<file path="src/rtl/pipeline_stage4_mem_if.sv">
// Data-memory request/response bus between the MEM stage (master) and the data memory (slave).
// A request is accepted in the cycle with req=1 and ready=1; load data returns later with rvalid.
interface pipeline_stage4_mem_if;
    logic        req;
    logic        we;
    logic [31:0] addr;
    logic [31:0] wdata;
    logic [3:0]  be;
    logic        ready;
    logic        rvalid;
    logic [31:0] rdata;

    modport master (output req, we, addr, wdata, be, input ready, rvalid, rdata);
    modport slave  (input req, we, addr, wdata, be, output ready, rvalid, rdata);
endinterface

</file>
<file path="src/rtl/pipeline_stage4_mem.sv">
// MEM stage of the 5-stage RISC-V pipeline: issues loads/stores on the data-memory bus,
// stalls upstream while a transaction is outstanding and registers the MEM/WB bundle.
module pipeline_stage4_mem (
    input  logic                         clk,
    input  logic                         rst,
    input  logic                         RegWrite,
    input  logic                         MemWrite,
    input  logic [1:0]                   Result,
    input  logic [4:0]                   RdD,
    input  logic [31:0]                  ALU_Result,
    input  logic [31:0]                  wdata,
    input  logic [31:0]                  pc_incr4,
    input  logic [1:0]                   access_type,
    input  logic                         u,
    pipeline_stage4_mem_if.master        dmem,
    output logic                         stall_o,
    output logic                         misalign_o,
    output logic                         RegWrite_o,
    output logic [1:0]                   Result_o,
    output logic [4:0]                   RdD_o,
    output logic [31:0]                  ALU_Result_o,
    output logic [31:0]                  ReadData_o,
    output logic [31:0]                  pc_incr4_o
);

    typedef enum logic [1:0] {
        IDLE      = 2'd0,
        WAIT_ACK  = 2'd1,
        WAIT_DATA = 2'd2
    } state_t;

    state_t      state_q, state_d;
    logic        regwrite_q, regwrite_d;
    logic [1:0]  result_q, result_d;
    logic [4:0]  rdd_q, rdd_d;
    logic [31:0] alu_q, alu_d;
    logic [31:0] rdata_q, rdata_d;
    logic [31:0] pc_q, pc_d;
    logic        misalign_q, misalign_d;

    logic        is_store_s, is_load_s, mem_op_s, misalign_s;
    logic        req_s, stall_s, complete_s, bubble_s;
    logic [1:0]  off_s;
    logic [3:0]  be_s;
    logic [31:0] wdata_rep_s;

    // Extract the addressed byte/half from the response word and extend it to 32 bits.
    function automatic logic [31:0] format_load(input logic [31:0] rdata,
                                                input logic [1:0]  off,
                                                input logic [1:0]  size,
                                                input logic        uns);
        logic [31:0] sh;
        sh = rdata >> {off, 3'b000};
        case (size)
            2'b00:   format_load = {{24{~uns & sh[7]}},  sh[7:0]};
            2'b01:   format_load = {{16{~uns & sh[15]}}, sh[15:0]};
            default: format_load = rdata;
        endcase
    endfunction

    assign is_store_s = MemWrite;
    assign is_load_s  = ~MemWrite & (Result == 2'b01);
    assign mem_op_s   = is_store_s | is_load_s;
    assign off_s      = ALU_Result[1:0];

    // Alignment check, byte enables and lane-replicated store data by access size.
    always_comb begin
        misalign_s  = 1'b0;
        be_s        = 4'b1111;
        wdata_rep_s = wdata;
        case (access_type)
            2'b00: begin
                misalign_s  = 1'b0;
                be_s        = 4'b0001 << off_s;
                wdata_rep_s = {4{wdata[7:0]}};
            end
            2'b01: begin
                misalign_s  = off_s[0];
                be_s        = 4'b0011 << off_s;
                wdata_rep_s = {2{wdata[15:0]}};
            end
            default: begin
                misalign_s  = (off_s != 2'b00);
                be_s        = 4'b1111;
                wdata_rep_s = wdata;
            end
        endcase
    end

    // Access FSM decode: request, stall, completion and next state.
    always_comb begin
        state_d    = state_q;
        req_s      = 1'b0;
        stall_s    = 1'b0;
        complete_s = 1'b0;
        bubble_s   = 1'b0;
        case (state_q)
            IDLE: begin
                if (!mem_op_s) begin
                    complete_s = 1'b1;
                end else if (misalign_s) begin
                    complete_s = 1'b1;
                    bubble_s   = 1'b1;
                end else begin
                    req_s = 1'b1;
                    if (dmem.ready) begin
                        if (is_store_s) begin
                            complete_s = 1'b1;
                        end else begin
                            stall_s = 1'b1;
                            state_d = WAIT_DATA;
                        end
                    end else begin
                        stall_s = 1'b1;
                        state_d = WAIT_ACK;
                    end
                end
            end
            WAIT_ACK: begin
                req_s = 1'b1;
                if (dmem.ready) begin
                    if (is_store_s) begin
                        complete_s = 1'b1;
                        state_d    = IDLE;
                    end else begin
                        stall_s = 1'b1;
                        state_d = WAIT_DATA;
                    end
                end else begin
                    stall_s = 1'b1;
                end
            end
            WAIT_DATA: begin
                if (dmem.rvalid) begin
                    complete_s = 1'b1;
                    state_d    = IDLE;
                end else begin
                    stall_s = 1'b1;
                end
            end
            default: begin
                state_d = IDLE;
            end
        endcase
    end

    // MEM/WB next value: the instruction on completion, otherwise a bubble.
    always_comb begin
        misalign_d = bubble_s;
        if (complete_s && !bubble_s) begin
            regwrite_d = RegWrite;
            result_d   = Result;
            rdd_d      = RdD;
            alu_d      = ALU_Result;
            rdata_d    = is_load_s ? format_load(dmem.rdata, off_s, access_type, u) : 32'd0;
            pc_d       = pc_incr4;
        end else begin
            regwrite_d = 1'b0;
            result_d   = 2'b00;
            rdd_d      = 5'd0;
            alu_d      = 32'd0;
            rdata_d    = 32'd0;
            pc_d       = 32'd0;
        end
    end

    // State and MEM/WB register.
    always_ff @(posedge clk or posedge rst) begin
        if (rst) begin
            state_q    <= IDLE;
            regwrite_q <= 1'b0;
            result_q   <= 2'b00;
            rdd_q      <= 5'd0;
            alu_q      <= 32'd0;
            rdata_q    <= 32'd0;
            pc_q       <= 32'd0;
            misalign_q <= 1'b0;
        end else begin
            state_q    <= state_d;
            regwrite_q <= regwrite_d;
            result_q   <= result_d;
            rdd_q      <= rdd_d;
            alu_q      <= alu_d;
            rdata_q    <= rdata_d;
            pc_q       <= pc_d;
            misalign_q <= misalign_d;
        end
    end

    // Request and stall are gated by rst so an in-flight access is dropped immediately.
    assign dmem.req   = req_s & ~rst;
    assign dmem.we    = MemWrite;
    assign dmem.addr  = {ALU_Result[31:2], 2'b00};
    assign dmem.be    = be_s;
    assign dmem.wdata = wdata_rep_s;
    assign stall_o    = stall_s & ~rst;

    assign misalign_o   = misalign_q;
    assign RegWrite_o   = regwrite_q;
    assign Result_o     = result_q;
    assign RdD_o        = rdd_q;
    assign ALU_Result_o = alu_q;
    assign ReadData_o   = rdata_q;
    assign pc_incr4_o   = pc_q;

endmodule

</file>
<file path="src/flat_wrapper.sv">
// flat-port wrapper written by rule: the top's interface ports become plain ports
module pipeline_stage4_mem_flat 
  (clk, rst, RegWrite, MemWrite, Result, RdD, ALU_Result, wdata, pc_incr4, access_type, u, stall_o, misalign_o, RegWrite_o, Result_o, RdD_o, ALU_Result_o, ReadData_o, pc_incr4_o, dmem_req, dmem_we, dmem_addr, dmem_wdata, dmem_be, dmem_ready, dmem_rvalid, dmem_rdata);
  pipeline_stage4_mem_if dmem_i ();
  input  logic clk;
  input  logic rst;
  input  logic RegWrite;
  input  logic MemWrite;
  input  logic [1:0] Result;
  input  logic [4:0] RdD;
  input  logic [31:0] ALU_Result;
  input  logic [31:0] wdata;
  input  logic [31:0] pc_incr4;
  input  logic [1:0] access_type;
  input  logic u;
  output logic stall_o;
  output logic misalign_o;
  output logic RegWrite_o;
  output logic [1:0] Result_o;
  output logic [4:0] RdD_o;
  output logic [31:0] ALU_Result_o;
  output logic [31:0] ReadData_o;
  output logic [31:0] pc_incr4_o;
  output wire logic [$bits(dmem_i.req)-1:0] dmem_req;
  output wire logic [$bits(dmem_i.we)-1:0] dmem_we;
  output wire logic [$bits(dmem_i.addr)-1:0] dmem_addr;
  output wire logic [$bits(dmem_i.wdata)-1:0] dmem_wdata;
  output wire logic [$bits(dmem_i.be)-1:0] dmem_be;
  input wire logic [$bits(dmem_i.ready)-1:0] dmem_ready;
  input wire logic [$bits(dmem_i.rvalid)-1:0] dmem_rvalid;
  input wire logic [$bits(dmem_i.rdata)-1:0] dmem_rdata;
  assign dmem_req = dmem_i.req;
  assign dmem_we = dmem_i.we;
  assign dmem_addr = dmem_i.addr;
  assign dmem_wdata = dmem_i.wdata;
  assign dmem_be = dmem_i.be;
  assign dmem_i.ready = dmem_ready;
  assign dmem_i.rvalid = dmem_rvalid;
  assign dmem_i.rdata = dmem_rdata;
  pipeline_stage4_mem u_core (.clk(clk), .rst(rst), .RegWrite(RegWrite), .MemWrite(MemWrite), .Result(Result), .RdD(RdD), .ALU_Result(ALU_Result), .wdata(wdata), .pc_incr4(pc_incr4), .access_type(access_type), .u(u), .dmem(dmem_i), .stall_o(stall_o), .misalign_o(misalign_o), .RegWrite_o(RegWrite_o), .Result_o(Result_o), .RdD_o(RdD_o), .ALU_Result_o(ALU_Result_o), .ReadData_o(ReadData_o), .pc_incr4_o(pc_incr4_o));
endmodule
</file>
<file path="config.mk">
export PLATFORM = sky130hd
export DESIGN_NAME = pipeline_stage4_mem_flat
export DESIGN_NICKNAME = d
export VERILOG_FILES = /design/src/rtl/pipeline_stage4_mem_if.sv /design/src/rtl/pipeline_stage4_mem.sv /design/src/flat_wrapper.sv
export SDC_FILE = /design/constraint.sdc
export NUM_CORES = 1
export LEC_CHECK = 0
export CORE_AREA = 2 2 123 125
export DETAILED_ROUTE_END_ITERATION = 8
export DIE_AREA = 0 0 125 127
export PLACE_DENSITY = 0.87
export SETUP_SLACK_MARGIN = 0.05
export SLEW_MARGIN = 10
export SYNTH_ARGS = -nofsm -noshare
export SYNTH_HDL_FRONTEND = slang
export SYNTH_SLANG_ARGS = --single-unit
</file>
<file path="constraint.sdc">
create_clock -name clk -period 4.5 [get_ports clk]
set_input_delay 0.45 -clock clk [delete_from_list [all_inputs] [get_ports clk]]
set_output_delay 0.45 -clock clk [all_outputs]
set_load 0.02 [all_outputs]
</file>
==> results of run 1 <==
-- flip-flops by register name, summed over array words and instances (netlist names) --
name and cells:
u_core.ALU_Result_o 32, u_core.RdD_o 5, u_core.ReadData_o 32, u_core.RegWrite_o 1, u_core.Result_o 2, u_core.misalign_o 1, u_core.pc_incr4_o 32, u_core.state_q 2
-- metrics by stage --
step | utilization, % | power, mW | cells | hold slack (ns) | setup slack, ns
3_3_place_gp | 55.1 | 1.80 | 890 | 0.545 | 1.45
3_5_place_dp | 55.1 | 1.81 | 890 | 0.549 | 1.43
2_1_floorplan | - | 1.45 | 451 | 0.498 | 0.917
4_1_cts | 57.6 | 2.74 | 906 | 0.523 | 1.41
6_report | 57.6 | 2.71 | 906 | 0.493 | 1.43
5_1_grt | 57.6 | 2.83 | 906 | 0.566 | 1.30
-- routing by layer --
| metal | vias up | GRT usage [%] |
|---|---|---|
| li1 | 2007 | - |
| met1 | 2060 | 23.7 |
| met2 | 233 | 34.5 |
| met3 | 24 | 4.31 |
| met4 | 0 | 7.52 |
| met5 | - | 0 |
-- logic make-up (layout without fill, tap and decap cells) --
group | Yosys count | after routing | share of synthesized area, %
buffers and inverters | 84 | 355 | 10.8
and+or+nand+nor | 145 | 145 | 16.5
muxes | 42 | 42 | 8.85
other | 1 | 2 | 0.0754
AOI/OAI and AO/OA | 71 | 71 | 9.93
DFF | 107 | 107 | 53.8
-- power groups by stage --
stage	logic, mW	registers, mW	clock network [mW]
4_1_cts	0.747	1.05	0.944
3_5_place_dp	0.742	1.07	0
2_1_floorplan	0.283	1.16	0
6_report	0.740	1.05	0.920
3_3_place_gp	0.734	1.07	0
5_1_grt	0.786	1.06	0.979
-- worst min path at each step --
stage                                           endpoint                          start  cells after the start
after global placement       u_core.misalign_o$_DFF_PP0_  u_core.state_q[1]$_DFFE_PP0P_                      1
after global routing      u_core.ReadData_o[6]$_DFF_PP0_                            rst                      2
final                     u_core.ReadData_o[6]$_DFF_PP0_                            rst                      2
after detailed placement     u_core.misalign_o$_DFF_PP0_  u_core.state_q[1]$_DFFE_PP0P_                      1
after floorplan              u_core.misalign_o$_DFF_PP0_  u_core.state_q[1]$_DFFE_PP0P_                      1
after CTS                 u_core.ReadData_o[6]$_DFF_PP0_                            rst                      2
-- cells in the final DEF (no fill, tap or decap), types with 16 or more instances in the layout --
| cell | n |
|---|---|
| sky130_fd_sc_hd__nor2b_1 | 76 |
| sky130_fd_sc_hd__o21ai_0 | 17 |
| sky130_fd_sc_hd__clkdlybuf4s50_1 | 316 |
| sky130_fd_sc_hd__a21oi_1 | 27 |
| sky130_fd_sc_hd__mux2_2 | 16 |
| sky130_fd_sc_hd__mux2i_1 | 26 |
| sky130_fd_sc_hd__nor3_1 | 17 |
| sky130_fd_sc_hd__nand2_1 | 19 |
| sky130_fd_sc_hd__nor2_1 | 16 |
| sky130_fd_sc_hd__dfrtp_1 | 107 |
-- final cells by class --
type | instances | area, um2 | area share [%]
Sequential cell | 107 | 2680 | 32.2
Inverter | 15 | 58.8 | 0.708
Clock buffer | 9 | 225 | 2.71
Clock inverter | 7 | 128 | 1.54
Tap cell | 184 | 230 | 2.77
Timing Repair Buffer | 324 | 3220 | 38.8
Multi-Input combinational cell | 260 | 1760 | 21.2
-- worst max-delay path, cell delays in order --
cell and delay [ns]:
sky130_fd_sc_hd__clkdlybuf4s50_1 0.40, sky130_fd_sc_hd__buf_4 0.23, sky130_fd_sc_hd__nor2_1 0.58, sky130_fd_sc_hd__mux2_2 0.41
sky130_fd_sc_hd__clkdlybuf4s50_1 0.54
==> reports/summary.json, run 1 <==
{
  "outcome": {"value": "completed"},
  "finalCriticalPeriod": {"value": 3.07, "unit": "ns"},
  "clock-skew-final": {"value": 0.00687, "unit": "ns"},
  "crit_start": {"value": "access_type[0]"},
  "dieHeight": {"value": 127, "unit": "um"},
  "switchingPower": {"value": 0.764, "unit": "mW"},
  "worst_slew_pin_slew": {"value": 0.996, "unit": "ns"},
  "ys_warn_count": {"value": 0},
  "drt_wl_total": {"value": 16100, "unit": "um"},
  "crit_path_end": {"value": "dmem_wdata[10]"},
  "yosysSeqAreaShare": {"value": 53.8, "unit": "%"},
  "setup_total_negative_slack": {"value": 0, "unit": "ns"},
  "synth_largest_type_area_fraction": {"value": 53.8, "unit": "%"},
  "finish.net_count": {"value": 861},
  "synth_top_flop_cell": {"value": "sky130_fd_sc_hd__dfrtp_1"},
  "regToRegStartpoint": {"value": "u_core.state_q[0]$_DFFE_PP0P_"},
  "max_freq": {"value": 326, "unit": "MHz"},
  "route.detailed.drc": {"value": 0},
  "post_dp_hpwl": {"value": 12400, "unit": "um"},
  "die_w": {"value": 125, "unit": "um"},
  "rr_worst_depth": {"value": 4},
  "yosys_register_bits": {"value": 107},
  "power_density": {"value": 327, "unit": "nW/um2"},
  "layout-drive-gt1-share": {"value": 7.34, "unit": "%"},
  "critPathCaptureType": {"value": "output port"},
  "cts_hold_repair.buffers": {"value": 0},
  "via_cell_ratio": {"value": 4.77},
  "flow.area_growth_from_synthesis": {"value": 66.9, "unit": "%"},
  "global_route.overflow_total": {"value": 0},
  "wl_met3": {"value": 1070, "unit": "um"},
  "placement.io_buffers": {"value": 317},
  "final_max_slew_viol_count": {"value": 0},
  "setup_viol_count_final": {"value": 0},
  "path_clk_slew": {"value": 0.08, "unit": "ns"},
  "power.switching_fraction": {"value": 28.1, "unit": "%"},
  "vias_in_the_first_global_route": {"value": 4292},
  "synth-edff-count": {"value": 0},
  "initial_antenna_violation_count": {"value": 0},
  "worstReg2RegEnd": {"value": "u_core.ReadData_o[14]$_DFF_PP0_"},
  "syn-instance-count": {"value": 450},
  "synth.most_common_cell": {"value": "sky130_fd_sc_hd__dfrtp_1"},
  "route.layer.met1.wl": {"value": 6370, "unit": "um"},
  "die_area": {"value": 15900, "unit": "um2"},
  "cts-root-to-sink-buffers": {"value": 2},
  "seq_power_share": {"value": 38.8, "unit": "%"},
  "cts_repair_resize_count": {"value": 0},
  "cts_buffers": {"value": 9},
  "detail_route.wl_per_cell": {"value": 17.7, "unit": "um"},
  "worstHoldPathType": {"value": "in2async"},
  "grt_max_degree": {"value": 72},
  "synth_area_per_cell": {"value": 11.1, "unit": "um2"},
  "firstDrtPassIters": {"value": 5},
  "worstPathRequired": {"value": 4.05, "unit": "ns"},
  "design_area": {"value": 8300, "unit": "um2"},
  "fp.coreArea": {"value": 14400, "unit": "um2"},
  "detailed_place.area": {"value": 7950, "unit": "um2"},
  "gp_routability_congestion": {"value": 0.882},
  "drtIter0Drc": {"value": 215},
  "tritoncts": {"value": "done"},
  "start_kind": {"value": "input port"},
  "yosys.area.top_type": {"value": "sky130_fd_sc_hd__dfrtp_1"},
  "grt_setup_unrepaired": {"value": "false"},
  "rows": {"value": 44},
  "synth_async_sr_flop_share": {"value": 100, "unit": "%"},
  "number_of_setup_buffers_added_after_cts": {"value": 0},
  "cell_internal_pwr": {"value": 1.95, "unit": "mW"},
  "part_of_the_total_power_dissipated_in_the_clock_network": {"value": 33.9, "unit": "%"},
  "final.period_utilization": {"value": 68.1, "unit": "%"},
  "cts_sinks": {"value": 107},
  "starting_density_of_the_core": {"value": 34.5, "unit": "%"},
  "grt_usage": {"value": 19.6, "unit": "%"},
  "vdd_ir_drop_max": {"value": 0.166, "unit": "mV"},
  "num_vias": {"value": 4324},
  "r2r_slack": {"value": 2.38, "unit": "ns"},
  "clk_root_buffer_cell": {"value": "sky130_fd_sc_hd__clkbuf_16"},
  "dr_wl_met2": {"value": 8280, "unit": "um"},
  "fillerInstances": {"value": 1197},
  "crit_fanout": {"value": 25},
  "most_instantiated_cells_after_synthesis": {"value": "107 x sky130_fd_sc_hd__dfrtp_1, 76 x sky130_fd_sc_hd__nor2b_1, 43 x sky130_fd_sc_hd__buf_4"},
  "top_layer": {"value": "met4"},
  "syn-cell-area": {"value": 4980, "unit": "um2"},
  "final-hold-violation-count": {"value": 0},
  "critPathKind": {"value": "in2out"},
  "comb_power_share": {"value": 27.3, "unit": "%"},
  "static-leakage-power": {"value": 3.53, "unit": "nW"},
  "yosys.cell_types.count": {"value": 37},
  "worstPathArrival": {"value": 2.62, "unit": "ns"},
  "global_route_wire_length_before_repair": {"value": 24200, "unit": "um"},
  "floorplan.io_pins": {"value": 320},
  "postRouteAntennaNets": {"value": 0},
  "top_cells_by_area_in_the_synthesized_netlist": {"value": "sky130_fd_sc_hd__dfrtp_1 54%, sky130_fd_sc_hd__nor2b_1 9.6%, sky130_fd_sc_hd__buf_4 6.5%, sky130_fd_sc_hd__mux2i_1 5.2%, sky130_fd_sc_hd__mux2_2 3.6%"},
  "slew_headroom": {"value": 33.4, "unit": "%"},
  "drv_cap": {"value": 0},
  "n_antenna_cell": {"value": 0},
  "clock_tree.htree_level_count": {"value": 3},
  "clk_latency": {"value": 0.35, "unit": "ns"}
}
Note: power is estimated with default switching activity, not from simulation.
==> inputs of run 2 (changes only) <==
==> constraint.sdc (replaced) <==
create_clock -name clk -period 3.1 [get_ports clk]
set_input_delay 0.31 -clock clk [delete_from_list [all_inputs] [get_ports clk]]
set_output_delay 0.31 -clock clk [all_outputs]
set_load 0.02 [all_outputs]
==> run 2 against run 1 <==
  * Count of clock-buffer cells in the layout unchanged
  * Critical path type unchanged
  * Largest power group unchanged
  * Via count up 1.3%
  * First-iteration DRC count up 15%
  * Routed wire length up 3.4%
  * Highest routed layer unchanged
  * Clock power up 17%
  * Design area up 0.23%
  * Global-route usage up 0.68 points
  * Critical path depth up 1
==> reports/summary.json, run 2 (synthesis gave the netlist of run 1 again) <==
{
  "outcome": {"value": "completed"},
  "cts_hold_repair.buffers": {"value": 0, "change": "unchanged"},
  "final_max_slew_viol_count": {"value": 0, "change": "unchanged"},
  "die_w": {"value": 125, "unit": "um", "change": "unchanged"},
  "drt_wl_total": {"value": 16600, "unit": "um", "change": "+3.4%"},
  "post_dp_hpwl": {"value": 13100, "unit": "um", "change": "+5.7%"},
  "rr_worst_depth": {"value": 4, "change": "unchanged"},
  "grt_max_degree": {"value": 57, "change": "-21%"},
  "layout-drive-gt1-share": {"value": 8.61, "unit": "%", "change": "+1.3 points"},
  "drv_cap": {"value": 0, "change": "unchanged"},
  "cts-root-to-sink-buffers": {"value": 2, "change": "unchanged"},
  "worstPathArrival": {"value": 2.35, "unit": "ns", "change": "-0.27 ns"},
  "drtIter0Drc": {"value": 247, "change": "+15%"},
  "critPathKind": {"value": "in2out"},
  "regToRegStartpoint": {"value": "u_core.state_q[0]$_DFFE_PP0P_"},
  "cpPeakStageDelay": {"value": 0.61, "unit": "ns", "change": "+0.03 ns"},
  "final.period_utilization": {"value": 85.7, "unit": "%"},
  "worst_slew_pin_slew": {"value": 1.00, "unit": "ns", "change": "+0.00928 ns"},
  "gr-usage-met1": {"value": 23.4, "unit": "%", "change": "-0.33 points"},
  "cts_buffers": {"value": 9, "change": "unchanged"},
  "finalCriticalPeriod": {"value": 2.66, "unit": "ns"},
  "start_kind": {"value": "input port"},
  "num_vias": {"value": 4380, "change": "+1.3%"},
  "global_route_wire_length_before_repair": {"value": 24800, "unit": "um", "change": "+2.6%"},
  "final_common_cell": {"value": "sky130_fd_sc_hd__clkdlybuf4s50_1"},
  "standard_cell_with_the_maximum_stage_delay_on_the_critical_path": {"value": "sky130_fd_sc_hd__clkdlybuf4s50_1"},
  "path_clk_slew": {"value": 0.07, "unit": "ns", "change": "about the same"},
  "starting_density_of_the_core": {"value": 34.5, "unit": "%", "change": "unchanged"},
  "clk_root_buffer_cell": {"value": "sky130_fd_sc_hd__clkbuf_16"},
  "crit_buf_inv": {"value": 2, "change": "-1"},
  "final_cell_mix": {"value": "316 x sky130_fd_sc_hd__clkdlybuf4s50_1, 107 x sky130_fd_sc_hd__dfrtp_1, 76 x sky130_fd_sc_hd__nor2b_1, 27 x sky130_fd_sc_hd__a21oi_1, 26 x sky130_fd_sc_hd__mux2i_1"},
  "clock-skew-final": {"value": 0.00905, "unit": "ns", "change": "+0.00217 ns"},
  "min_delay_path_depth": {"value": 2},
  "clk_latency": {"value": 0.35, "unit": "ns", "change": "about the same"},
  "n_antenna_cell": {"value": 0, "change": "unchanged"},
  "postRouteAntennaNets": {"value": 0, "change": "unchanged"},
  "die_area": {"value": 15900, "unit": "um2", "change": "unchanged"},
  "floorplan.io_pins": {"value": 320, "change": "unchanged"},
  "grt_util_met2": {"value": 35.4, "unit": "%", "change": "+0.93 points"},
  "grt_setup_unrepaired": {"value": "false"},
  "cts_repair_resize_count": {"value": 0, "change": "unchanged"},
  "clock_tree.htree_level_count": {"value": 3, "change": "unchanged"},
  "detail_route.wl_per_cell": {"value": 18.1, "unit": "um", "change": "+2.3%"},
  "slew_headroom": {"value": 32.6, "unit": "%", "change": "-0.78 points"},
  "min_from": {"value": "access_type[1]"},
  "fp.coreArea": {"value": 14400, "unit": "um2", "change": "unchanged"},
  "setup_viol_count_final": {"value": 0, "change": "unchanged"},
  "vias_in_the_first_global_route": {"value": 4417, "change": "+2.9%"},
  "route.detailed.drc": {"value": 0, "change": "unchanged"},
  "crit_family": {"value": "buffers and inverters"},
  "cell_chain_of_the_critical_path": {"value": "clkdlybuf4s50_1 > a21oi_1 > o22ai_1 > a21oi_1 > and2_1 > clkdlybuf4s50_1"},
  "max_freq": {"value": 377, "unit": "MHz"},
  "globalRoute.busiestLayer": {"value": "met2"},
  "final-hold-violation-count": {"value": 0, "change": "unchanged"},
  "gp_routability_congestion": {"value": 0.916, "change": "+3.8%"},
  "setup_total_negative_slack": {"value": 0, "unit": "ns", "change": "unchanged"},
  "finalPower": {"value": 3.71, "unit": "mW", "change": "+37%"},
  "firstDrtPassIters": {"value": 5, "change": "unchanged"},
  "rows": {"value": 44, "change": "unchanged"},
  "tritoncts": {"value": "done"},
  "via_cell_ratio": {"value": 4.78, "change": "+0.19%"},
  "routing_usage_on_met3": {"value": 5.49, "unit": "%", "change": "+1.2 points"},
  "crit_fanout": {"value": 6, "change": "-76%"},
  "critPathCaptureType": {"value": "output port"},
  "min_delay_worst_endpoint": {"value": "u_core.ReadData_o[3]$_DFF_PP0_"},
  "number_of_setup_buffers_added_after_cts": {"value": 0, "change": "unchanged"},
  "finish.net_count": {"value": 872, "change": "+1.3%"},
  "power_density": {"value": 446, "unit": "nW/um2", "change": "+36%"},
  "worstPathRequired": {"value": 2.79, "unit": "ns", "change": "-1.26 ns"},
  "worstHoldPathType": {"value": "in2reg"},
  "static-leakage-power": {"value": 3.55, "unit": "nW", "change": "+0.54%"},
  "dieHeight": {"value": 127, "unit": "um", "change": "unchanged"},
  "r2r_slack": {"value": 1.39, "unit": "ns", "change": "-0.99 ns"},
  "global_route.overflow_total": {"value": 0, "change": "unchanged"},
  "cts_sinks": {"value": 107, "change": "unchanged"},
  "placement.io_buffers": {"value": 317, "change": "unchanged"},
  "initial_antenna_violation_count": {"value": 0, "change": "unchanged"},
  "flow.area_growth_from_synthesis": {"value": 67.2, "unit": "%"},
  "worstReg2RegEnd": {"value": "u_core.pc_incr4_o[21]$_DFF_PP0_"},
  "vdd_ir_drop_max": {"value": 0.266, "unit": "mV", "change": "+61%"},
  "grt_usage": {"value": 20.3, "unit": "%", "change": "+0.68 points"}
}
run 2: worst max path at each step:
stage                         from                         endpoint  slack, ns  depth (start not counted)
floorplan                      rst                         dmem_req       0.46                          2
global placement    access_type[0]  u_core.ReadData_o[13]$_DFF_PP0_       0.45                          5
detailed placement  access_type[0]   u_core.ReadData_o[8]$_DFF_PP0_       0.41                          5
CTS                  ALU_Result[0]                         dmem_req       0.44                          6
global route         ALU_Result[0]                         dmem_req       0.31                          6
finish               ALU_Result[0]                         dmem_req       0.44                          6
run 2: power by group:
group | switching (mW) | internal [mW] | total, mW
logic | 0.546 | 0.556 | 1.10
clock network | 0.530 | 0.551 | 1.08
registers | 0.0315 | 1.50 | 1.53
run 2: worst reg2reg max path: stages, from the launching register on:
cell and delay [ns]:
sky130_fd_sc_hd__dfrtp_1 0.42, sky130_fd_sc_hd__or3_4 0.42, sky130_fd_sc_hd__a22oi_4 0.40, sky130_fd_sc_hd__buf_12 0.26, sky130_fd_sc_hd__nor2b_1 0.10
run 2: metal layers:
| layer | up-vias | wire (um) |
|---|---|---|
| met2 | 270 | 8370 |
| met5 | - | 0 |
| li1 | 2026 | - |
| met3 | 31 | 1420 |
| met4 | 0 | 498 |
| met1 | 2053 | 6330 |
run 2: cell type report:
type | instances | area [um2]
inverters | 15 | 60.1
well taps | 184 | 230
multi-input cells | 260 | 1760
flip-flops and latches | 107 | 2680
repair buffers | 335 | 3320
fillers | 1211 | 6100
clock buffers | 9 | 225
clock inverters | 6 | 50.0
run 2: per-stage QoR:
step           setup WS (ns)  cell area [um2]  hold WS [ns]  utilization (%)  cells
5_1_grt                0.311             8320         0.490             57.7    916
4_1_cts                0.438             8320         0.478             57.7    916
3_3_place_gp           0.449             8050         0.550             55.8    901
3_5_place_dp           0.408             8050         0.537             55.8    901
2_1_floorplan          0.464             4980         0.376                -    451
6_report               0.444             8320         0.499             57.7    916
==> inputs of run 3 (changes only) <==
--- a/config.mk
+++ b/config.mk
@@ -10,7 +10,6 @@
 export DIE_AREA = 0 0 125 127
 export PLACE_DENSITY = 0.87
 export SETUP_SLACK_MARGIN = 0.05
-export SLEW_MARGIN = 10
 export SYNTH_ARGS = -nofsm -noshare
 export SYNTH_HDL_FRONTEND = slang
 export SYNTH_SLANG_ARGS = --single-unit
==> results of run 3 <==
No change in the layout: final DEF, timing and power equal those of run 2.
